<file path="config.mk">
export PLATFORM = sky130hd
export DESIGN_NAME = nalu_dispatch_ctrl
export DESIGN_NICKNAME = d
export VERILOG_FILES = /design/src/rtl/nalu_dispatch_ctrl.sv
export SDC_FILE = /design/constraint.sdc
export NUM_CORES = 1
export LEC_CHECK = 0
export CAP_MARGIN = 20
export CORE_MARGIN = 5
export CORE_UTILIZATION = 46
export DETAILED_ROUTE_END_ITERATION = 10
export PLACE_DENSITY = 0.75
export SLEW_MARGIN = 25
export SYNTH_ARGS = -nofsm -noshare
export SYNTH_HDL_FRONTEND = slang
export SYNTH_SLANG_ARGS = --single-unit
</file>
<file path="constraint.sdc">
create_clock -name clk -period 2.05 [get_ports clk]
set_input_delay 0.3075 -clock clk [delete_from_list [all_inputs] [get_ports clk]]
set_output_delay 0.3075 -clock clk [all_outputs]
set_load 0.03 [all_outputs]
</file>
<file path="src/rtl/nalu_dispatch_ctrl.sv">
// Top-level NAL unit dispatcher: routes each NALU to a header parser, the slice-data
// path or a skip, and handles buffer ownership, picture counting, watchdog and end of stream.
module nalu_dispatch_ctrl #(
    parameter int                       NUM_HDR        = 4,
    parameter logic [6*(NUM_HDR-1)-1:0] HDR_TYPES      = {6'd34, 6'd33, 6'd32},
    parameter int                       SLICE_TYPE_MAX = 21,
    parameter int                       FWD_W          = 4,
    parameter int                       PIC_W          = 64,
    parameter int                       TO_W           = 24,
    parameter logic [TO_W-1:0]          TIMEOUT_CYCLES = 24'd4000000
) (
    input  logic                     clk,
    input  logic                     rst,
    input  logic                     en,
    input  logic                     i_ext_mem_init_done,
    input  logic [5:0]               i_nal_unit_type,
    input  logic                     i_next_nalu_detected,
    input  logic                     i_end_of_stream,
    input  logic [NUM_HDR-1:0]       i_hdr_done,
    input  logic [NUM_HDR-1:0]       i_rps_req,
    input  logic [NUM_HDR*FWD_W-1:0] i_fwd_len_hdr,
    input  logic [FWD_W-1:0]         i_fwd_len_rps,
    input  logic                     i_sd_done,
    input  logic                     i_sd_skip,
    output logic [NUM_HDR-1:0]       o_hdr_en,
    output logic [NUM_HDR-1:0]       o_rst_hdr,
    output logic                     o_rps_en,
    output logic                     o_sd_en,
    output logic                     o_rst_sd,
    output logic                     o_pass_buffer2sd,
    output logic                     o_pass_buffer2norm,
    output logic                     o_rbsp_buffer_en,
    output logic                     o_rbsp_buf_sd_en,
    output logic [FWD_W-1:0]         o_forward_len,
    output logic                     o_forward_to_next_nalu,
    output logic                     o_next_nalu_detected_clr,
    output logic [PIC_W-1:0]         o_pic_num,
    output logic [15:0]              o_skipped_cnt,
    output logic                     o_timeout_err,
    output logic                     o_stream_done,
    output logic [2:0]               o_state
);

    localparam int               K_W       = (NUM_HDR > 1) ? $clog2(NUM_HDR) : 1;
    localparam logic [K_W-1:0]   SLICE_K   = K_W'(NUM_HDR - 1);
    localparam logic [5:0]       SLICE_MAX = 6'(SLICE_TYPE_MAX);
    localparam logic [TO_W-1:0]  TO_LAST   = TIMEOUT_CYCLES - 1'b1;

    typedef enum logic [2:0] {
        IDLE       = 3'd0,
        PARSE_HDR  = 3'd1,
        SLICE_HDR  = 3'd2,
        SLICE_DATA = 3'd3,
        FORWARD    = 3'd4,
        NEXT       = 3'd5,
        DONE       = 3'd6
    } state_t;

    state_t              state_reg;
    logic [K_W-1:0]      k_reg;
    logic [NUM_HDR-1:0]  hdr_en_reg;
    logic [NUM_HDR-1:0]  rst_hdr_reg;
    logic                rps_en_reg;
    logic                sd_en_reg;
    logic                rst_sd_reg;
    logic                pass2sd_reg;
    logic                pass2norm_reg;
    logic                rbsp_buffer_en_reg;
    logic                rbsp_buf_sd_en_reg;
    logic                forward_reg;
    logic                clr_reg;
    logic [PIC_W-1:0]    pic_num_reg;
    logic [15:0]         skipped_cnt_reg;
    logic                timeout_err_reg;
    logic                stream_done_reg;
    logic [TO_W-1:0]     wd_cnt_reg;

    logic [NUM_HDR-2:0]  type_match;
    logic [FWD_W-1:0]    hdr_len [NUM_HDR];
    logic [K_W-1:0]      match_idx;
    logic                match_any;
    logic                wd_expire;

    genvar gi;
    generate
        for (gi = 0; gi < NUM_HDR - 1; gi++) begin : g_match
            assign type_match[gi] = (i_nal_unit_type == HDR_TYPES[6*gi +: 6]);
        end
        for (gi = 0; gi < NUM_HDR; gi++) begin : g_len
            assign hdr_len[gi] = i_fwd_len_hdr[gi*FWD_W +: FWD_W];
        end
    endgenerate

    // Scan from the top down so the lowest matching parser index is the one kept.
    always_comb begin
        match_idx = '0;
        match_any = |type_match;
        for (int i = NUM_HDR - 2; i >= 0; i--) begin
            if (type_match[i]) match_idx = K_W'(i);
        end
    end

    assign wd_expire = (TIMEOUT_CYCLES != '0) && (wd_cnt_reg == TO_LAST);

    always_ff @(posedge clk) begin
        if (rst) begin
            state_reg          <= IDLE;
            k_reg              <= '0;
            hdr_en_reg         <= '0;
            rst_hdr_reg        <= '0;
            rps_en_reg         <= 1'b0;
            sd_en_reg          <= 1'b0;
            rst_sd_reg         <= 1'b0;
            pass2sd_reg        <= 1'b0;
            pass2norm_reg      <= 1'b0;
            rbsp_buffer_en_reg <= 1'b1;
            rbsp_buf_sd_en_reg <= 1'b0;
            forward_reg        <= 1'b0;
            clr_reg            <= 1'b0;
            pic_num_reg        <= '0;
            skipped_cnt_reg    <= '0;
            timeout_err_reg    <= 1'b0;
            stream_done_reg    <= 1'b0;
            wd_cnt_reg         <= '0;
        end else if (en) begin
            rst_hdr_reg   <= '0;
            rst_sd_reg    <= 1'b0;
            pass2sd_reg   <= 1'b0;
            pass2norm_reg <= 1'b0;
            clr_reg       <= 1'b0;
            case (state_reg)
                IDLE: begin
                    if (i_ext_mem_init_done && (i_nal_unit_type == HDR_TYPES[5:0])) begin
                        k_reg       <= '0;
                        hdr_en_reg  <= NUM_HDR'(1);
                        rst_hdr_reg <= NUM_HDR'(1);
                        clr_reg     <= 1'b1;
                        wd_cnt_reg  <= '0;
                        state_reg   <= PARSE_HDR;
                    end
                end
                NEXT: begin
                    if (match_any) begin
                        k_reg       <= match_idx;
                        hdr_en_reg  <= NUM_HDR'(1) << match_idx;
                        rst_hdr_reg <= NUM_HDR'(1) << match_idx;
                        wd_cnt_reg  <= '0;
                        state_reg   <= PARSE_HDR;
                    end else if (i_nal_unit_type <= SLICE_MAX) begin
                        k_reg       <= SLICE_K;
                        hdr_en_reg  <= NUM_HDR'(1) << SLICE_K;
                        rst_hdr_reg <= NUM_HDR'(1) << SLICE_K;
                        wd_cnt_reg  <= '0;
                        state_reg   <= SLICE_HDR;
                    end else begin
                        if (skipped_cnt_reg != 16'hFFFF) skipped_cnt_reg <= skipped_cnt_reg + 16'd1;
                        state_reg <= FORWARD;
                    end
                end
                PARSE_HDR, SLICE_HDR: begin
                    wd_cnt_reg <= wd_cnt_reg + 1'b1;
                    rps_en_reg <= i_rps_req[k_reg];
                    // The done flag is stale while the parser is still in its reset cycle.
                    if (!rst_hdr_reg[k_reg] && i_hdr_done[k_reg]) begin
                        hdr_en_reg <= '0;
                        rps_en_reg <= 1'b0;
                        if (state_reg == SLICE_HDR) begin
                            sd_en_reg          <= 1'b1;
                            rst_sd_reg         <= 1'b1;
                            pass2sd_reg        <= 1'b1;
                            rbsp_buffer_en_reg <= 1'b0;
                            rbsp_buf_sd_en_reg <= 1'b1;
                            wd_cnt_reg         <= '0;
                            state_reg          <= SLICE_DATA;
                        end else begin
                            state_reg <= FORWARD;
                        end
                    end else if (wd_expire) begin
                        hdr_en_reg         <= '0;
                        rps_en_reg         <= 1'b0;
                        sd_en_reg          <= 1'b0;
                        timeout_err_reg    <= 1'b1;
                        rbsp_buffer_en_reg <= 1'b1;
                        rbsp_buf_sd_en_reg <= 1'b0;
                        state_reg          <= FORWARD;
                    end
                end
                SLICE_DATA: begin
                    wd_cnt_reg <= wd_cnt_reg + 1'b1;
                    if (!rst_sd_reg && (i_sd_done || i_sd_skip)) begin
                        sd_en_reg          <= 1'b0;
                        rbsp_buffer_en_reg <= 1'b1;
                        rbsp_buf_sd_en_reg <= 1'b0;
                        state_reg          <= FORWARD;
                        if (i_sd_done) begin
                            pic_num_reg   <= pic_num_reg + 1'b1;
                            pass2norm_reg <= 1'b1;
                        end
                    end else if (wd_expire) begin
                        hdr_en_reg         <= '0;
                        rps_en_reg         <= 1'b0;
                        sd_en_reg          <= 1'b0;
                        timeout_err_reg    <= 1'b1;
                        rbsp_buffer_en_reg <= 1'b1;
                        rbsp_buf_sd_en_reg <= 1'b0;
                        state_reg          <= FORWARD;
                    end
                end
                FORWARD: begin
                    if (i_next_nalu_detected) begin
                        forward_reg <= 1'b0;
                        clr_reg     <= 1'b1;
                        state_reg   <= NEXT;
                    end else if (i_end_of_stream) begin
                        forward_reg     <= 1'b0;
                        stream_done_reg <= 1'b1;
                        state_reg       <= DONE;
                    end else begin
                        forward_reg <= 1'b1;
                    end
                end
                DONE: begin
                    state_reg <= DONE;
                end
                default: begin
                    state_reg <= IDLE;
                end
            endcase
        end
    end

    always_comb begin
        o_forward_len = '0;
        if (rps_en_reg)       o_forward_len = i_fwd_len_rps;
        else if (|hdr_en_reg) o_forward_len = hdr_len[k_reg];
    end

    assign o_hdr_en                 = hdr_en_reg;
    assign o_rst_hdr                = rst_hdr_reg;
    assign o_rps_en                 = rps_en_reg;
    assign o_sd_en                  = sd_en_reg;
    assign o_rst_sd                 = rst_sd_reg;
    assign o_pass_buffer2sd         = pass2sd_reg;
    assign o_pass_buffer2norm       = pass2norm_reg;
    assign o_rbsp_buffer_en         = rbsp_buffer_en_reg;
    assign o_rbsp_buf_sd_en         = rbsp_buf_sd_en_reg;
    assign o_forward_to_next_nalu   = forward_reg;
    assign o_next_nalu_detected_clr = clr_reg;
    assign o_pic_num                = pic_num_reg;
    assign o_skipped_cnt            = skipped_cnt_reg;
    assign o_timeout_err            = timeout_err_reg;
    assign o_stream_done            = stream_done_reg;
    assign o_state                  = state_reg;

endmodule

</file>
==> metrics.md, run 1 <==
| Metric | Value |
|---|---|
| Worst-skew pair later-pin latency | `a little over 0.4 ns` |
| GRT Total Usage | `between 20% and 30%` |
| Maximum Capacitance Violations | `0` |
| CP Data Arrival Time | `between 2 and 2.5 ns` |
| Final Skew | `between 0.008 and 0.009 ns` |
| CP cell instances | `and4_4 -> nand4_1 -> buf_4 -> or4_4 -> buf_6 -> or3_1 -> a21oi_1` |
| Worst min-delay path class | `input pin to flop` |
| Post-CTS Hold Buffers | `0` |
| CTS tree | `built` |
| Worst Path Required | `~2.4 ns` |
| Setup violators final | `3` |
| Yosys reg bits | `about 130` |
| Most frequent cells in the layout | `139 x clkdlybuf4s50_1, 124 x nor2_1, 112 x buf_4` |
| Setup TNS | `-0.0530 ns` |
| GRT busiest layer | `met2` |
| Grt total ovfl | `0` |
| Endpoints failing hold | `0` |
| Reg2reg start | `o_pic_num[11]$_SDFFE_PP0P_` |
| Count of warnings emitted by yosys | `0` |
| DR vias | `roughly 6600` |
| Most common cell after layout, fill and taps aside | `clkdlybuf4s50_1` |
| RSZ-0062 raised after global routing | `yes` |
| Run status | `complete, but fails checks` |
| Asr flop ratio synth | `0%` |
| CP endpoint kind | `flop` |
| CP Launch Point | `o_pic_num[11]$_SDFFE_PP0P_` |
| Antenna viol nets, final | `0` |
| Clock root buffer | `clkbuf_16` |
| Die W | `between 100 and 150 um` |
| Sequential fraction of the synthesis area | `39.8%` |
| Area Growth Syn to Fin | `60.2%` |
| Largest net degree at the start of global routing | `50` |
| Met2 GRT Util | `between 30% and 40%` |
| Initial Util | `46.4%` |
| GR met1 Demand/Resource | `a little under a third` |
| Post-synth EDFFs | `0` |
| Highest Clock Rate | `slightly below 0.5 GHz` |
| Non-filler cells, final | `~1200` |
| Crit path kind | `flop to flop` |
| Clock Path Buffers | `2` |
| First-pass GRT wire length | `~31000 um` |
| Final setup margin | `-0.0259 ns` |
| Synth area leader | `dfxtp_1` |
| DR WL/cell | `about 16 um` |
| Mapped Nets | `between 800 and 900` |
| Final Wtd Congestion | `0.849` |
| DR vias/cell | `5.44` |
| Antenna Cells | `0` |
| CTS buffer count | `17` |
| Drt first pass iters | `5` |
| DR iter-0 viols | `~500` |
| Drt drc | `0` |
| Pleak | `roughly 3.8 nW` |
| Area of the core region | `~14000 um^2` |
| Ys flop type | `dfxtp_1` |
| Dpl cells | `around 1200` |
| FP Rows | `43` |
| Die H | `around 130 um` |
| Clock transition at path regs | `0.06 ns` |
| Synthesized instance count | `774` |
| Slowest cell on crit path | `or4_4` |
| Initial antenna violation count | `0` |
| Crit Path Max Fanout | `5` |
| Dpl hpwl | `approximately 13000 um` |
| Fin crit share | `101%` |
| Number of global-route vias before repair | `6269` |
| CP bufs+invs | `2` |
| Unique cell type count in the Yosys netlist | `a little over 60` |
| Hold path start | `rst` |
| Pwr dens | `~580 nW/um^2` |
| Layout cells sized above 1 | `between 20% and 30%` |
| Layout Nets | `between 1000 and 1500` |
| Worst rel slew slack | `64.6%` |
| Least-Margin Pin Slew | `0.530 ns` |
| IO Pins | `148` |
| Crit path max-delay family | `simple AND/OR/NAND/NOR gates` |
| Post-synth top area share | `39.8%` |
| Die footprint | `approximately 16000 um^2` |
| Clock sink total | `127` |
| Crit path launch type | `flop` |
| H-tree depth | `4` |
| Synth Cell Area | `6390 um^2` |
| Max FFs per register | `64` |
| Slowest Stage Delay on Critical Path | `0.51 ns` |
| Final wirelength | `around 20000 um` |
| Minimum clock period | `2.08 ns` |
| IO buf count | `between 100 and 150` |
| Final Slew Violations | `0` |
| Final hold slack | `around 0.29 ns` |
| Max VDD drop | `0.557 mV` |
| Failing checks | `negative setup slack` |
| Met3 usage | `under 10%` |
| Avg Inst Size Synth | `about 8.3 um^2` |
| Top area cells in the synthesized netlist | `dfxtp_1 40%, xnor2_1 9.9%, nor2_1 7.4%` |
## worst paths after layout
path | cells after the start | end | slack (ns)
setup / recovery | 7 | o_pic_num[23]$_SDFFE_PP0P_ | -0.03
hold / removal | 2 | o_rst_hdr[0]$_SDFFE_PP0P_ | 0.29
setup reg to reg | 7 | o_pic_num[23]$_SDFFE_PP0P_ | -0.03
hold reg to reg | 2 | o_rbsp_buffer_en$_SDFFE_PP1P_ | 0.46
## metal layers
metal,part of all wire [%],wire length (um)
met4,1.5,285
met2,47,9260
met5,0,0
met3,7.9,1550
met1,43,8460
## cells in the mapped netlist (6+ instances only)
cell      instances
a21o_1            7
a21oi_1          25
and3_1            7
and4_1            8
clkbuf_1         25
dfxtp_1         127
inv_1            29
nand2_1          61
nand3_1          45
nand4_1          24
nor2_1          126
nor3_1           47
nor3b_1           8
nor4_1           17
o21a_1            6
o21ai_0          21
or3_1            12
xnor2_1          72
xor2_1           22
## timing repair
item,in CTS,in global routing
gates resized for setup,40,74
endpoints found under the setup margin,21,83
setup buffers,2,11
pin swaps,0,33
gates cloned,2,1
## cell type report
type	count	area (um^2)
Clock buffer	18	429
Clock inverter	14	196
Fill cell	971	3540
Inverter	30	113
Multi-Input combinational cell	583	4120
Sequential cell	127	2640
Tap cell	180	225
Timing Repair Buffer	271	2510
## per-stage QoR
| stage | setup slack, ns | instance area [um^2] | utilization (%) | total power [mW] |
|---|---|---|---|---|
| global route | -0.110 | 10200 | 74.3 | 6.07 |
| floorplan | -0.0661 | 6690 | - | 2.60 |
| finish | -0.0259 | 10200 | 74.3 | 5.90 |
| CTS | -0.0473 | 9770 | 70.9 | 5.93 |
| detailed placement | -0.407 | 9050 | 65.7 | 2.75 |
| global placement | -0.385 | 9050 | 65.7 | 2.75 |
## where the power goes
group / total, mW / leakage, nW / internal (mW) / switching [mW]
Combinational: 0.270 / 2.45 / 0.140 / 0.130
Sequential: 2.44 / 1.05 / 2.44 / 0.000427
Clock: 3.19 / 0.302 / 2.13 / 1.06
## kinds of logic after synthesis
family	Yosys count	share of synthesized area, %
and+or+nand+nor	387	31.3
DFF	127	39.8
xor gates and xnor gates	94	12.9
AOI/OAI and AO/OA	88	8.72
buffers and inverters	66	4.35
muxes	9	2.39
adders and majority gates	3	0.588
(Power assumes the default switching activity.)
==> run 2: changes to the inputs <==
ABC_AREA = 1   (was unset)
CORE_UTILIZATION = 48   (was 46)
PLACE_DENSITY = 0.76   (was 0.75)
RECOVER_POWER = 100   (was unset)
==> metrics.md, run 2 <==
| Metric | Value |
|---|---|
| Run status | `finished clean (was complete, but fails checks)` |
| Unique cell type count in the Yosys netlist | `39 (was 62)` |
| Post-CTS Setup Bufs | `0 (was 2)` |
| CP Data Arrival Time | `1.67 ns (was 2.41 ns)` |
| Pleak | `4.15 nW (was 3.80 nW)` |
| Final Slew Violations | `0 (unchanged)` |
| Final wirelength | `25100 um (was 19600 um)` |
| CTS buffer count | `17 (unchanged)` |
| Worst setup path endpoint | `o_state[2] (was o_pic_num[23]$_SDFFE_PP0P_)` |
| Die W | `137 um (was 128 um)` |
| Worst Path Required | `1.74 ns (was 2.38 ns)` |
| Worst-skew pair later-pin latency | `0.42 ns (was 0.41 ns)` |
| DR iter-0 viols | `728 (was 502)` |
| Worst rel slew slack | `64.2% (was 64.6%)` |
| Antenna Cells | `0 (unchanged)` |
| WHS Path Cells | `3 (was 2)` |
| Most frequent cells in the layout | `393 x nand2_1, 232 x nor2_1, 141 x inv_1 (was 139 x clkdlybuf4s50_1, 124 x nor2_1, 112 x buf_4)` |
| Drt first pass iters | `6 (was 5)` |
| Ys flop type | `dfxtp_1 (unchanged)` |
| RSZ-0062 raised after global routing | `no (was yes)` |
| Highest Clock Rate | `0.505 GHz (was 0.482 GHz)` |
| Dpl cells | `1704 (was 1175)` |
| Post-synth EDFFs | `0 (unchanged)` |
| Die footprint | `18600 um^2 (was 16300 um^2)` |
| R2r setup slk | `0.15 ns (was -0.03 ns)` |
| Most common cell in the netlist | `nand2_1 (was dfxtp_1)` |
| R2R cell count | `10 (was 7)` |
| Crit path kind | `flop to output port (was flop to flop)` |
| Reg2reg start | `o_state[0]$_SDFFE_PP0P_ (was o_pic_num[11]$_SDFFE_PP0P_)` |
| Final Skew | `0.00889 ns (was 0.00811 ns)` |
| Layout Nets | `1551 (was 1075)` |
| Initial antenna violation count | `0 (unchanged)` |
| Pwr dens | `545 nW/um^2 (was 577 nW/um^2)` |
| Final Cell Area | `10500 um^2 (was 10200 um^2)` |
| Adder-cell share of the synthesized area | `0.489% (was 0.588%)` |
| Avg Inst Size Synth | `5.96 um^2 (was 8.25 um^2)` |
| Worst min-delay path class | `input pin to flop (unchanged)` |
| Synth area leader | `dfxtp_1 (unchanged)` |
| First-pass GRT wire length | `41000 um (was 31000 um)` |
| Crit Path Max Fanout | `6 (was 5)` |
| Crit path launch type | `flop (unchanged)` |
| Clock Path Buffers | `2 (unchanged)` |
| Post-CTS Hold Buffers | `0 (unchanged)` |
| Clock share of power | `52.0% (was 54.0%)` |
| Least-Margin Pin Slew | `0.533 ns (was 0.530 ns)` |
| Post-Synth Simple-Gate Area | `43.0% (was 31.3%)` |
| Fin crit share | `96.6% (was 101%)` |
| FF-to-FF End | `wd_cnt_reg[11]$_SDFFE_PP0P_ (was o_pic_num[23]$_SDFFE_PP0P_)` |
| Final Wtd Congestion | `0.980 (was 0.849)` |
| Max VDD drop | `0.591 mV (was 0.557 mV)` |
| CP Launch Point | `o_state[2]$_SDFFE_PP0P_ (was o_pic_num[11]$_SDFFE_PP0P_)` |
| Layout Utilization | `66.6% (was 74.3%)` |
| Maximum Capacitance Violations | `0 (unchanged)` |
| Count of warnings emitted by yosys | `0 (unchanged)` |
| CTS tree | `built (unchanged)` |
| Placed Area | `9930 um^2 (was 9050 um^2)` |
| Max FFs per register | `64 (unchanged)` |
| Drt drc | `0 (unchanged)` |
| Compound-Gate Fraction of Synth Area | `10.9% (was 8.72%)` |
| CP endpoint kind | `output port (was flop)` |
| Asr flop ratio synth | `0% (unchanged)` |
| Layout cells sized above 1 | `8.70% (was 27.5%)` |
| Synthesized instance count | `1289 (was 774)` |
| IO buf count | `147 (unchanged)` |
| Sw power | `1.22 mW (was 1.19 mW)` |
| Mux cell area share after synthesis | `0% (was 2.39%)` |
| Grt total ovfl | `0 (unchanged)` |
| Sequential fraction of the synthesis area | `33.1% (was 39.8%)` |
| Switching Share | `21.3% (was 20.1%)` |
| Initial Util | `48.7% (was 46.4%)` |
| Sequential share of power | `43.3% (was 41.4%)` |
| DR vias | `8939 (was 6648)` |
| DR vias/cell | `5.16 (was 5.44)` |
| Setup violators final | `0 (was 3)` |
| Setup TNS | `0 ns (was -0.0530 ns)` |
| Comb power frac | `4.6% (about the same)` |
| IO Pins | `148 (unchanged)` |
| Clock transition at path regs | `0.05 ns (was 0.06 ns)` |
| Synth Cell Area | `7680 um^2 (was 6390 um^2)` |
| Most common cell after layout, fill and taps aside | `nand2_1 (was clkdlybuf4s50_1)` |
| Internal | `4.50 mW (was 4.72 mW)` |
| GRT Total Usage | `27.5% (was 23.1%)` |
| H-tree depth | `4 (unchanged)` |
| DR WL/cell | `14.5 um (was 16.0 um)` |
| Dpl hpwl | `19600 um (was 13300 um)` |
| Number of global-route vias before repair | `8518 (was 6269)` |
| Top area cells in the synthesized netlist | `dfxtp_1 33%, nand2_1 19%, nor2_1 12% (was dfxtp_1 40%, xnor2_1 9.9%, nor2_1 7.4%)` |
| Mapped Nets | `1334 (was 819)` |
| Endpoints failing hold | `0 (unchanged)` |
| Clock root buffer | `clkbuf_16 (unchanged)` |
| Minimum clock period | `1.98 ns (was 2.08 ns)` |
| Antenna viol nets, final | `0 (unchanged)` |
| Largest family of logic cells by synthesized area | `simple AND/OR/NAND/NOR gates (unchanged)` |
| Non-filler cells, final | `1733 (was 1223)` |
| FP Rows | `46 (was 43)` |
| Largest net degree at the start of global routing | `65 (was 50)` |
| Area of the core region | `15800 um^2 (was 13800 um^2)` |
| Clock sink total | `127 (unchanged)` |
| Post-synth top area share | `33.1% (was 39.8%)` |
| Synth Area in XOR/XNOR | `3.42% (was 12.9%)` |
| Synth top cells by count | `392 x nand2_1, 239 x nor2_1, 141 x inv_1, 127 x dfxtp_1, 81 x a21oi_1 (was 127 x dfxtp_1, 126 x nor2_1, 72 x xnor2_1, 61 x nand2_1, 47 x nor3_1)` |
| Yosys reg bits | `127 (unchanged)` |
| Area Growth Syn to Fin | `36.6% (was 60.2%)` |
| Die H | `137 um (was 128 um)` |
-- run 2: cell count changes in the layout (fill, tap and decap cells not counted), moves of 33 or more --
cell             before  now
nand2_1              60  393
inv_1                29  141
nor2_1              124  232
dlygate4sd3_1         0   95
clkdlybuf4s50_1     139   47
xnor2_1              72    8
a21oi_1              23   80
buf_4               112   60
dfxtp_1              90  125
o21ai_0              19   52
-- run 2: stage by stage --
| stage | power [mW] | hold slack, ns | setup slack [ns] |
|---|---|---|---|
| detailed placement | 2.80 | 0.454 | -0.279 |
| global placement | 2.80 | 0.452 | -0.276 |
| floorplan | 2.64 | 0.465 | 0.0508 |
| finish | 5.72 | 0.360 | 0.0696 |
| CTS | 5.77 | 0.373 | 0.0459 |
| global route | 5.90 | 0.380 | 0.00296 |
-- run 2: worst min-delay path by stage --
stage	start	endpoint	slack (ns)
after CTS	rst	o_hdr_en[1]$_SDFFE_PP0P_	0.37
after floorplan	wd_cnt_reg[6]$_SDFFE_PP0P_	wd_cnt_reg[6]$_SDFFE_PP0P_	0.47
final	rst	o_hdr_en[1]$_SDFFE_PP0P_	0.36
after global placement	o_pass_buffer2norm$_SDFFE_PP0P_	o_pass_buffer2norm$_SDFFE_PP0P_	0.45
after detailed placement	o_pass_buffer2norm$_SDFFE_PP0P_	o_pass_buffer2norm$_SDFFE_PP0P_	0.45
after global routing	rst	o_hdr_en[1]$_SDFFE_PP0P_	0.38
-- run 2: cells by family after synthesis --
| family | Yosys count |
|---|---|
| and+or+nand+nor | 797 |
| buffers and inverters | 175 |
| AOI/OAI and AO/OA | 157 |
| DFF | 127 |
| xor gates and xnor gates | 30 |
| adders and majority gates | 3 |
-- run 2: layout make-up --
| type | instances | area [um^2] |
|---|---|---|
| fillers | 1489 | 5270 |
| multi-input cells | 987 | 4480 |
| inverters | 145 | 546 |
| well taps | 216 | 270 |
| clock buffers | 24 | 492 |
| repair buffers | 228 | 2080 |
| flip-flops and latches | 127 | 2550 |
| clock inverters | 6 | 82.6 |
-- run 2: worst max-delay path: stages, from the launching register on --
cell and delay, ns:
dfxtp_1 0.34, buf_4 0.14, dlygate4sd3_1 0.78
-- run 2: power groups by stage --
stage	registers (mW)	clock network, mW	logic (mW)
2_1_floorplan	2.54	0	0.105
3_3_place_gp	2.53	0	0.264
3_5_place_dp	2.53	0	0.267
4_1_cts	2.48	3.02	0.269
5_1_grt	2.48	3.14	0.289
6_report	2.48	2.97	0.265
-- run 2: what timing repair did --
action,in CTS,in global routing
resized for setup,2,15
pin swaps,0,1
endpoints found under the setup margin,3,32
-- run 2: routing by layer --
metal,up-vias,track usage [%],routed length (um)
li1,4543,-,-
met1,4051,36.2,11200
met2,303,45.6,11800
met3,42,5.40,1600
met4,0,8.06,532
met5,-,0,0
==> run 3: changes to the inputs <==
CORE_MARGIN = 2   (was 5)
PLACE_DENSITY = 0.75   (was 0.76)
SLEW_MARGIN = 0   (was 25)
==> metrics.md, run 3 (synthesized netlist as in run 2, its figures left out) <==
| Metric | Value |
|---|---|
| Endpoint, Worst Hold | `o_hdr_en[2]$_SDFFE_PP0P_ (was o_hdr_en[1]$_SDFFE_PP0P_)` |
| Crit path launch type | `flop (unchanged)` |
| Clock transition at path regs | `0.06 ns (was 0.05 ns)` |
| Max FFs per register | `64 (unchanged)` |
| Maximum Capacitance Violations | `0 (unchanged)` |
| Post-Place Worst Slack | `-0.236 ns (was -0.279 ns)` |
| DR iter-0 viols | `857 (was 728)` |
| CP endpoint kind | `output port (unchanged)` |
| Worst rel slew slack | `65.2% (was 64.2%)` |
| Highest Clock Rate | `0.507 GHz (was 0.505 GHz)` |
| First-pass GRT wire length | `39300 um (was 41000 um)` |
| Initial antenna violation count | `0 (unchanged)` |
| Max VDD drop | `0.588 mV (was 0.591 mV)` |
| CTS tree | `built (unchanged)` |
| Worst min-delay path class | `input pin to flop (unchanged)` |
| Clock sink total | `127 (unchanged)` |
| Largest net degree at the start of global routing | `39 (was 65)` |
| Layout Nets | `1546 (was 1551)` |
| Clock root buffer | `clkbuf_16 (unchanged)` |
| Die footprint | `17000 um^2 (was 18600 um^2)` |
| Least-Margin Pin Slew | `0.517 ns (was 0.533 ns)` |
| Crit path kind | `flop to output port (unchanged)` |
| IO buf count | `147 (unchanged)` |
| Worst Path Required | `1.74 ns (about the same)` |
| Dpl hpwl | `19100 um (was 19600 um)` |
| Antenna Cells | `0 (unchanged)` |
| H-tree depth | `4 (unchanged)` |
| CTS buffer count | `17 (unchanged)` |
| Setup violators final | `0 (unchanged)` |
| Final wirelength | `24800 um (was 25100 um)` |
| Grt total ovfl | `0 (unchanged)` |
| DR vias/cell | `5.17 (was 5.16)` |
| IO Pins | `148 (unchanged)` |
| Antenna viol nets, final | `0 (unchanged)` |
| Drt first pass iters | `5 (was 6)` |
| CP Data Arrival Time | `1.67 ns (about the same)` |
| Final Slew Violations | `0 (unchanged)` |
| Initial Util | `48.7% (unchanged)` |
| Crit Path Max Fanout | `10 (was 6)` |
| Fin crit share | `96.3% (was 96.6%)` |
| Layout cells sized above 1 | `8.39% (was 8.70%)` |
| Number of global-route vias before repair | `8157 (was 8518)` |
| Area of the core region | `15800 um^2 (unchanged)` |
| Most frequent cells in the layout | `391 x nand2_1, 235 x nor2_1, 141 x inv_1 (was 393 x nand2_1, 232 x nor2_1, 141 x inv_1)` |
| WHS Path Cells | `4 (was 3)` |
| Hold path start | `rst (unchanged)` |
| FP Rows | `46 (unchanged)` |
| Final Skew | `0.0108 ns (was 0.00889 ns)` |
| Endpoints failing hold | `0 (unchanged)` |
| Worst-skew pair later-pin latency | `0.42 ns (about the same)` |
| DR WL/cell | `14.4 um (was 14.5 um)` |
| FF-to-FF End | `wd_cnt_reg[18]$_SDFFE_PP0P_ (was wd_cnt_reg[11]$_SDFFE_PP0P_)` |
| RSZ-0062 raised after global routing | `no (unchanged)` |
| Die W | `131 um (was 137 um)` |
| Total power | `6.21 mW (was 5.72 mW)` |
| Die H | `131 um (was 137 um)` |
| Drt drc | `0 (unchanged)` |
| Reg2reg start | `o_state[1]$_SDFFE_PP0P_ (was o_state[0]$_SDFFE_PP0P_)` |
| Run status | `finished clean (unchanged)` |
| Pwr dens | `591 nW/um^2 (was 545 nW/um^2)` |
| R2R cell count | `9 (was 10)` |
| Post-CTS Hold Buffers | `0 (unchanged)` |
| Minimum clock period | `1.97 ns (was 1.98 ns)` |
| Most common cell after layout, fill and taps aside | `nand2_1 (unchanged)` |
| Final Wtd Congestion | `0.965 (was 0.980)` |
| R2r setup slk | `0.16 ns (was 0.15 ns)` |
| Clock Path Buffers | `2 (unchanged)` |
| DR vias | `8951 (was 8939)` |
| Final setup margin | `0.0765 ns (was 0.0696 ns)` |
| Fill count | `1470 (was 1489)` |
| Area Growth Syn to Fin | `36.7% (was 36.6%)` |
| Pleak | `4.15 nW (about the same)` |
| CP Launch Point | `o_state[1]$_SDFFE_PP0P_ (was o_state[2]$_SDFFE_PP0P_)` |
| GRT Total Usage | `29.3% (was 27.5%)` |
run 3: how the worst max path moves through the flow:
stage	end	slack (ns)	depth (start not counted)
3_3_place_gp	o_skipped_cnt[1]$_SDFFE_PP0P_	-0.24	8
2_1_floorplan	o_pic_num[34]$_SDFFE_PP0P_	0.05	11
4_1_cts	o_state[1]	0.06	2
5_1_grt	o_pic_num[43]$_SDFFE_PP0P_	0.01	11
3_5_place_dp	wd_cnt_reg[13]$_SDFFE_PP0P_	-0.24	12
6_report	o_state[1]	0.08	2
run 3: where the power goes:
part | switching [mW] | total [mW] | internal (mW)
sequential | 0.00464 | 2.48 | 2.47
combinational | 0.134 | 0.265 | 0.131
clock | 1.13 | 3.47 | 2.34
run 3: final cells by class:
type                            count  area [um^2]  area share [%]
Sequential cell                   127         2550            24.3
Multi-Input combinational cell    987         4480            42.7
Timing Repair Buffer              223         1990            18.9
Clock buffer                       21          460            4.38
Inverter                          145          546            5.19
Tap cell                          216          270            2.57
Clock inverter                     11          210            2.00
run 3: worst max-delay path, stage by stage (launching register included):
cell	delay, ns
dfxtp_1	0.36
buf_4	0.20
clkdlybuf4s50_1	0.68
run 3: repair_timing:
action / 4_1_cts / 5_1_grt
resized for setup: 2 / 15
setup endpoints to repair: 4 / 26
buffers inserted: 0 / 1
hold endpoints to repair: 0 / 0
cloned: 0 / 0
pin swaps: 0 / 2
run 3: per-stage QoR:
step | hold WS (ns) | std cells | instance area [um^2] | util (%) | TNS [ns]
2_1_floorplan | 0.465 | 1289 | 7680 | - | 0
3_3_place_gp | 0.453 | 1697 | 9840 | 62.4 | -7.78
3_5_place_dp | 0.457 | 1697 | 9840 | 62.4 | -9.82
4_1_cts | 0.357 | 1729 | 10500 | 66.7 | 0
5_1_grt | 0.384 | 1730 | 10500 | 66.6 | 0
6_report | 0.365 | 1730 | 10500 | 66.6 | 0
run 3: metal layers:
| layer | global-route usage (%) | share of wire (%) | vias to the layer above |
|---|---|---|---|
| met2 | 48.6 | 46 | 342 |
| met5 | 0 | 0 | - |
| li1 | - | - | 4523 |
| met4 | 9.07 | 2.1 | 0 |
| met3 | 5.90 | 7.2 | 42 |
| met1 | 38.6 | 45 | 4044 |
==> RTL edit 1 (flow settings as in run 3) <==
Put one more register stage on the output `o_pic_num`, cleared by the reset. The value now appears one clock later. The other outputs are not delayed to match.
--- a/src/rtl/nalu_dispatch_ctrl.sv
+++ b/src/rtl/nalu_dispatch_ctrl.sv
@@ -246,7 +246,13 @@
     assign o_rbsp_buf_sd_en         = rbsp_buf_sd_en_reg;
     assign o_forward_to_next_nalu   = forward_reg;
     assign o_next_nalu_detected_clr = clr_reg;
-    assign o_pic_num                = pic_num_reg;
+    always_ff @(posedge clk) begin
+        if (rst) begin
+            o_pic_num <= '0;
+        end else begin
+            o_pic_num <= pic_num_reg;
+        end
+    end
     assign o_skipped_cnt            = skipped_cnt_reg;
     assign o_timeout_err            = timeout_err_reg;
     assign o_stream_done            = stream_done_reg;
Check against the original RTL: no difference found for any inputs over 4 cycles, from zero or initial values and one cycle with rst high; that may be too few to reach the edited logic, so the function may still have changed.
==> RTL edit 1 against run 3 <==
- sequential cell count rose by 64
- highest routed layer unchanged
- combinational power rose by 6%
- fmax rose by 0.50%
- setup slack improved by 0.0098 ns
- cell area rose by 17%
- wire length rose by 5.8%
- largest power group is now registers
- total power rose by 19%
- area after synthesis rose by 23%
==> RTL edit 1: results (changes against run 3) <==
| Metric | Value |
|---|---|
| DP HPWL | 19700 um (+3.1%) |
| Crit path max-delay cell type | dfxtp_4 |
| Worst min path class | in -> reg |
| Reg2Reg Setup Slack | 0.09 ns (-0.07 ns) |
| Mean Syn Cell Area | 6.54 um^2 (+9.7%) |
| Clock-pin slew on the worst setup and hold paths | 0.07 ns |
| Hold Path Cell Cnt | 2 (-2) |
| CTS Sinks | 191 (+50%) |
| Share of layout cells above drive strength 1 | 0.0940 (+0.0101) |
| Gr usage total | 0.256 (-0.0375) |
| Fin cells | 1925 (+11%) |
| Area share of the largest cell type after synthesis | 0.404 (+0.0731) |
| Gp weighted congestion | 0.953 (-1.3%) |
| Final Skew | 0.00895 ns (-0.00183 ns) |
| Arrival @ worst endpoint | 1.66 ns |
| Hold Path Origin | rst |
| Cell variety after synth | 44 (+13%) |
| Crit-path max cell delay | 0.39 ns (-0.29 ns) |
| First-pass GRT wire length | 42900 um (+9.1%) |
| R2R Path Start | pic_num_reg[11] |
| Drt first pass iters | 7 (+2) |
| Cell total after placement | 1890 (+11%) |
| Hold endpoint | wd_cnt_reg[5] |
| Largest net degree at the start of global routing | 76 (+95%) |
| Lkg Pwr | 5.00 nW (+20%) |
| Post-Syn Nets | 1492 (+12%) |
| Design Area, Final | 12200 um^2 (+17%) |
| Sw Pwr | 1.56 mW (+23%) |
| Max VDD drop | 0.532 mV (-9.4%) |
| Most common library cells after synthesis | nand2_1 (348), nor2_1 (283), dfxtp_1 (191), inv_1 (170), nand3_1 (90) |
| First DRT Iteration DRCs | 1013 (+18%) |
| Top post-synthesis cells by area | dfxtp_1 (40%), nand2_1 (14%), nor2_1 (11%), inv_1 (6.7%), nand3_1 (4.8%) |
| DR vias | 9913 (+11%) |
| Reg2reg path depth | 10 (+1) |
| Largest fanout on the critical path | 8 (-2) |
| Reg2reg end | pic_num_reg[61] |
| Layout fillers | 1824 (+24%) |
| Htree depth | 4 (unchanged) |
| Nets | 1693 (+9.5%) |
| Ys async rst share | 0 (unchanged) |
| Slew HR | 0.675 (+0.0228) |
| Clock Latency Late Sink | 0.43 ns |
| Outcome | completed |
| Seq/Total Area, Yosys | 0.404 (+0.0731) |
| DR WL/cell | 13.6 um (-4.9%) |
| Vias in the first global route | 8958 (+9.8%) |
==> RTL edit 1: what timing repair did <==
action / CTS / global route
gates resized for setup: 6 / 17
setup endpoints to repair: 6 / 23
pin swaps: 0 / 1
endpoints found under the hold margin: 0 / 0
setup buffers: 0 / 4
==> RTL edit 1: worst max path at each step <==
stage               cells after the start  slack, ns                to               start
finish                                  6       0.09  o_forward_len[0]            k_reg[0]
global route                           12      0.007    wd_cnt_reg[13]          o_state[1]
detailed placement                     12      -0.11       o_hdr_en[1]  i_nal_unit_type[3]
CTS                                     5       0.01  o_forward_len[0]            k_reg[1]
floorplan                               5       0.06  o_forward_len[2]            k_reg[0]
global placement                       11      -0.01    wd_cnt_reg[16]  i_nal_unit_type[1]
==> RTL edit 1: power by group through the flow <==
stage	Clock (mW)	Combinational (mW)	Sequential (mW)
floorplan	0	0.124	3.81
finish	3.38	0.281	3.72
CTS	3.43	0.282	3.72
global route	3.58	0.308	3.72
detailed placement	0	0.281	3.80
global placement	0	0.277	3.80
==> RTL edit 1: cell families (layout without fill, tap and decap cells) <==
kind of cell / Yosys count / count (layout) / share of synthesized area
xor+xnor: 17 / 17 / 0.0157
fa+ha+maj: 3 / 3 / 0.00397
compound gates: 160 / 160 / 0.0907
buf+inv: 217 / 430 / 0.0927
simple gates: 859 / 859 / 0.393
flops: 191 / 191 / 0.404
==> RTL edit 1: worst reg2reg max path: cells and delay by family (launching register included) <==
| kind | cells | cell delay (ns) |
|---|---|---|
| DFF | 1 | 0.40 |
| and+or+nand+nor | 9 | 1.28 |
| buffers and inverters | 1 | 0.17 |
==> RTL edit 1: area by class of cell <==
cell class	count	area share
Clock buffer	21	0.0376
Clock inverter	10	0.0112
Inverter	180	0.0553
Multi-Input combinational cell	1039	0.391
Sequential cell	191	0.313
Tap cell	265	0.0271
Timing Repair Buffer	219	0.165
==> RTL edit 1: stage by stage <==
step                      hold WS (ns)  power (mW)  setup WS [ns]
after floorplan                  0.434        3.93         0.0598
after global placement           0.451        4.08        -0.0102
after detailed placement         0.456        4.08         -0.108
after CTS                        0.102        7.43         0.0103
after global routing             0.117        7.61        0.00672
final                            0.117        7.38         0.0862
==> RTL edit 1: routing by layer <==
layer	global-route usage	up-vias	wire, um
met5	0	-	0
met4	0.0782	0	557
met3	0.0510	49	1950
met2	0.411	364	11900
met1	0.347	4484	11900
li1	-	5016	-
==> RTL edit 2 (flow settings as in run 3) <==
Without the edit above. `TO_W`: 24 -> 32.
--- a/src/rtl/nalu_dispatch_ctrl.sv
+++ b/src/rtl/nalu_dispatch_ctrl.sv
@@ -6,7 +6,7 @@
     parameter int                       SLICE_TYPE_MAX = 21,
     parameter int                       FWD_W          = 4,
     parameter int                       PIC_W          = 64,
-    parameter int                       TO_W           = 24,
+    parameter int                       TO_W           = 32,
     parameter logic [TO_W-1:0]          TIMEOUT_CYCLES = 24'd4000000
 ) (
     input  logic                     clk,
Function: no difference found for any inputs over 4 cycles, from zero or initial values and one cycle with rst high; that may be too few to reach the edited logic, so the function may still have changed.
==> RTL edit 2 against run 3 <==
- largest cell class unchanged
- cell area is 9.1% higher
- area after synthesis increased by 8.7%
- clock skew shrank 0.00096 ns
- setup slack worse by 0.015 ns
- wire length rose by 8.4%
- critical endpoint is now o_pic_num[47]
- total power is 0.70% higher
- non-clock buffer count is 32 higher
- count of clock-buffer cells in the layout is 3 higher
- sequential cell count up 8
==> RTL edit 2: results (changes against run 3) <==
| Metric | Value |
|---|---|
| First DRT Iteration DRCs | 714 (-17%) |
| Clock group share of total power | 0.536 (-0.022) |
| Total global routing overflow | 0 (unchanged) |
| Gp weighted congestion | 0.935 (-3.1%) |
| Top post-synthesis cells by area | dfxtp_1 (32%), nand2_1 (18%), nor2_1 (10%), inv_1 (9.0%), nand3_1 (5.0%) |
| Layout fillers | 1596 (+8.6%) |
| Share of layout cells above drive strength 1 | 0.111 (+0.0266) |
| Cell variety after synth | 40 (+2.6%) |
| Hold endpoint | o_rbsp_buffer_en |
| N_diodes | 0 (unchanged) |
| Worst Setup SP | o_pic_num[47] |
| Clock-pin slew on the worst setup and hold paths | 0.06 ns (about the same) |
| DR vias | 9821 (+9.7%) |
| Worst Tran Pin Value | 0.659 ns (+0.142 ns) |
| Vias per cell | 5.22 (+0.91%) |
| Max Slew Vio Count | 0 (unchanged) |
| Sequential power | 2.63 mW (+6%) |
| Mean Syn Cell Area | 5.98 um^2 (+0.27%) |
| DP HPWL | 20800 um (+8.6%) |
| Hold Path Origin | rst |
| Lkg Pwr | 4.82 nW (+16%) |
| Cell total after placement | 1846 (+8.8%) |
| Htree depth | 4 (unchanged) |
| Num CTS Buffers | 17 (unchanged) |
| Crit path max-delay cell type | dlygate4sd3_1 |
| Final Skew | 0.00982 ns (-0.000959 ns) |
| Crit-path max cell delay | 0.78 ns (+0.10 ns) |
| Outcome | completed |
| Gr usage total | 0.292 (-0.00102) |
| Hold Path Cell Cnt | 3 (-1) |
| DR WL/cell | 14.3 um (-0.34%) |
| Power Dens Cells | 546 nW/um^2 (-7.7%) |
| Internal | 4.95 mW (about the same) |
| Vias in the first global route | 9043 (+11%) |
| Largest net degree at the start of global routing | 56 (+44%) |
| Worst-case clock buffer depth | 2 (unchanged) |
| Drt first pass iters | 6 (+1) |
| Yosys reg bits | 135 (+6.3%) |
| Reg2reg path depth | 9 (unchanged) |
| Reg2reg end | o_hdr_en[1] |
| Reg2Reg Setup Slack | 0.14 ns (-0.02 ns) |
| Final setup vio count | 0 (unchanged) |
| R2R Path Start | o_state[1] |
| Seq/Total Area, Yosys | 0.323 (-0.00744) |
| Crit-path leading delay family | buffers and inverters |
| Largest fanout on the critical path | 6 (-4) |
| Max VDD drop | 0.638 mV (+8.6%) |
| First-pass GRT wire length | 43000 um (+9.3%) |
| Nets | 1689 (+9.2%) |
| YS warnings | 0 (unchanged) |
| Most common library cells after synthesis | nand2_1 (397), nor2_1 (229), inv_1 (201), dfxtp_1 (135), nand3_1 (83) |
| Antenna violations before repair | 0 (unchanged) |
| Post-Syn Nets | 1443 (+8.2%) |
## RTL edit 2: kinds of logic (layout without fill, tap and decap cells)
| kind of cell | after synthesis | in the layout | synth area share |
|---|---|---|---|
| buffers and inverters | 232 | 490 | 0.109 |
| AO/OA/AOI/OAI | 164 | 164 | 0.106 |
| flip-flops | 135 | 135 | 0.323 |
| XOR/XNOR | 22 | 22 | 0.0231 |
| AND/OR/NAND/NOR | 842 | 842 | 0.434 |
| adder cells (fa/ha/maj) | 3 | 3 | 0.00449 |
## RTL edit 2: final cells by class
class	instances	area share
multi-input combinational	1031	0.419
sequential	135	0.236
timing repair buffer	255	0.196
inverter	204	0.0671
clock buffer	24	0.0438
tap	225	0.0246
clock inverter	7	0.0122
## RTL edit 2: routing by layer
layer	wire [um]	GRT usage	vias to the layer above
li1	-	-	4945
met1	12000	0.384	4441
met5	0	0	-
met3	1880	0.0470	66
met4	748	0.107	0
met2	12300	0.484	369
## RTL edit 2: through the flow
stage | hold slack (ns) | setup WS [ns] | setup TNS (ns) | instance area (um^2)
finish | 0.301 | 0.0611 | 0 | 11500
floorplan | 0.463 | 0.0386 | 0 | 8360
global route | 0.298 | 0.00173 | 0 | 11500
CTS | 0.276 | 0.0337 | 0 | 11400
global placement | 0.446 | -0.0952 | -1.47 | 10800
detailed placement | 0.458 | -0.153 | -4.53 | 10800
## RTL edit 2: worst max-delay path by stage
stage,end,cells past startpoint
floorplan,o_pic_num[36],9
global placement,o_hdr_en[1],12
detailed placement,wd_cnt_reg[5],11
CTS,o_pic_num[36],9
global route,o_forward_len[3],7
finish,o_pic_num[47],1
## RTL edit 2: timing repair
action / CTS / global route
setup buffers: 0 / 4
setup endpoints to repair: 6 / 44
cloned: 0 / 0
hold buffers: 0 / 0
pin swaps: 0 / 3
gates resized for setup: 6 / 26
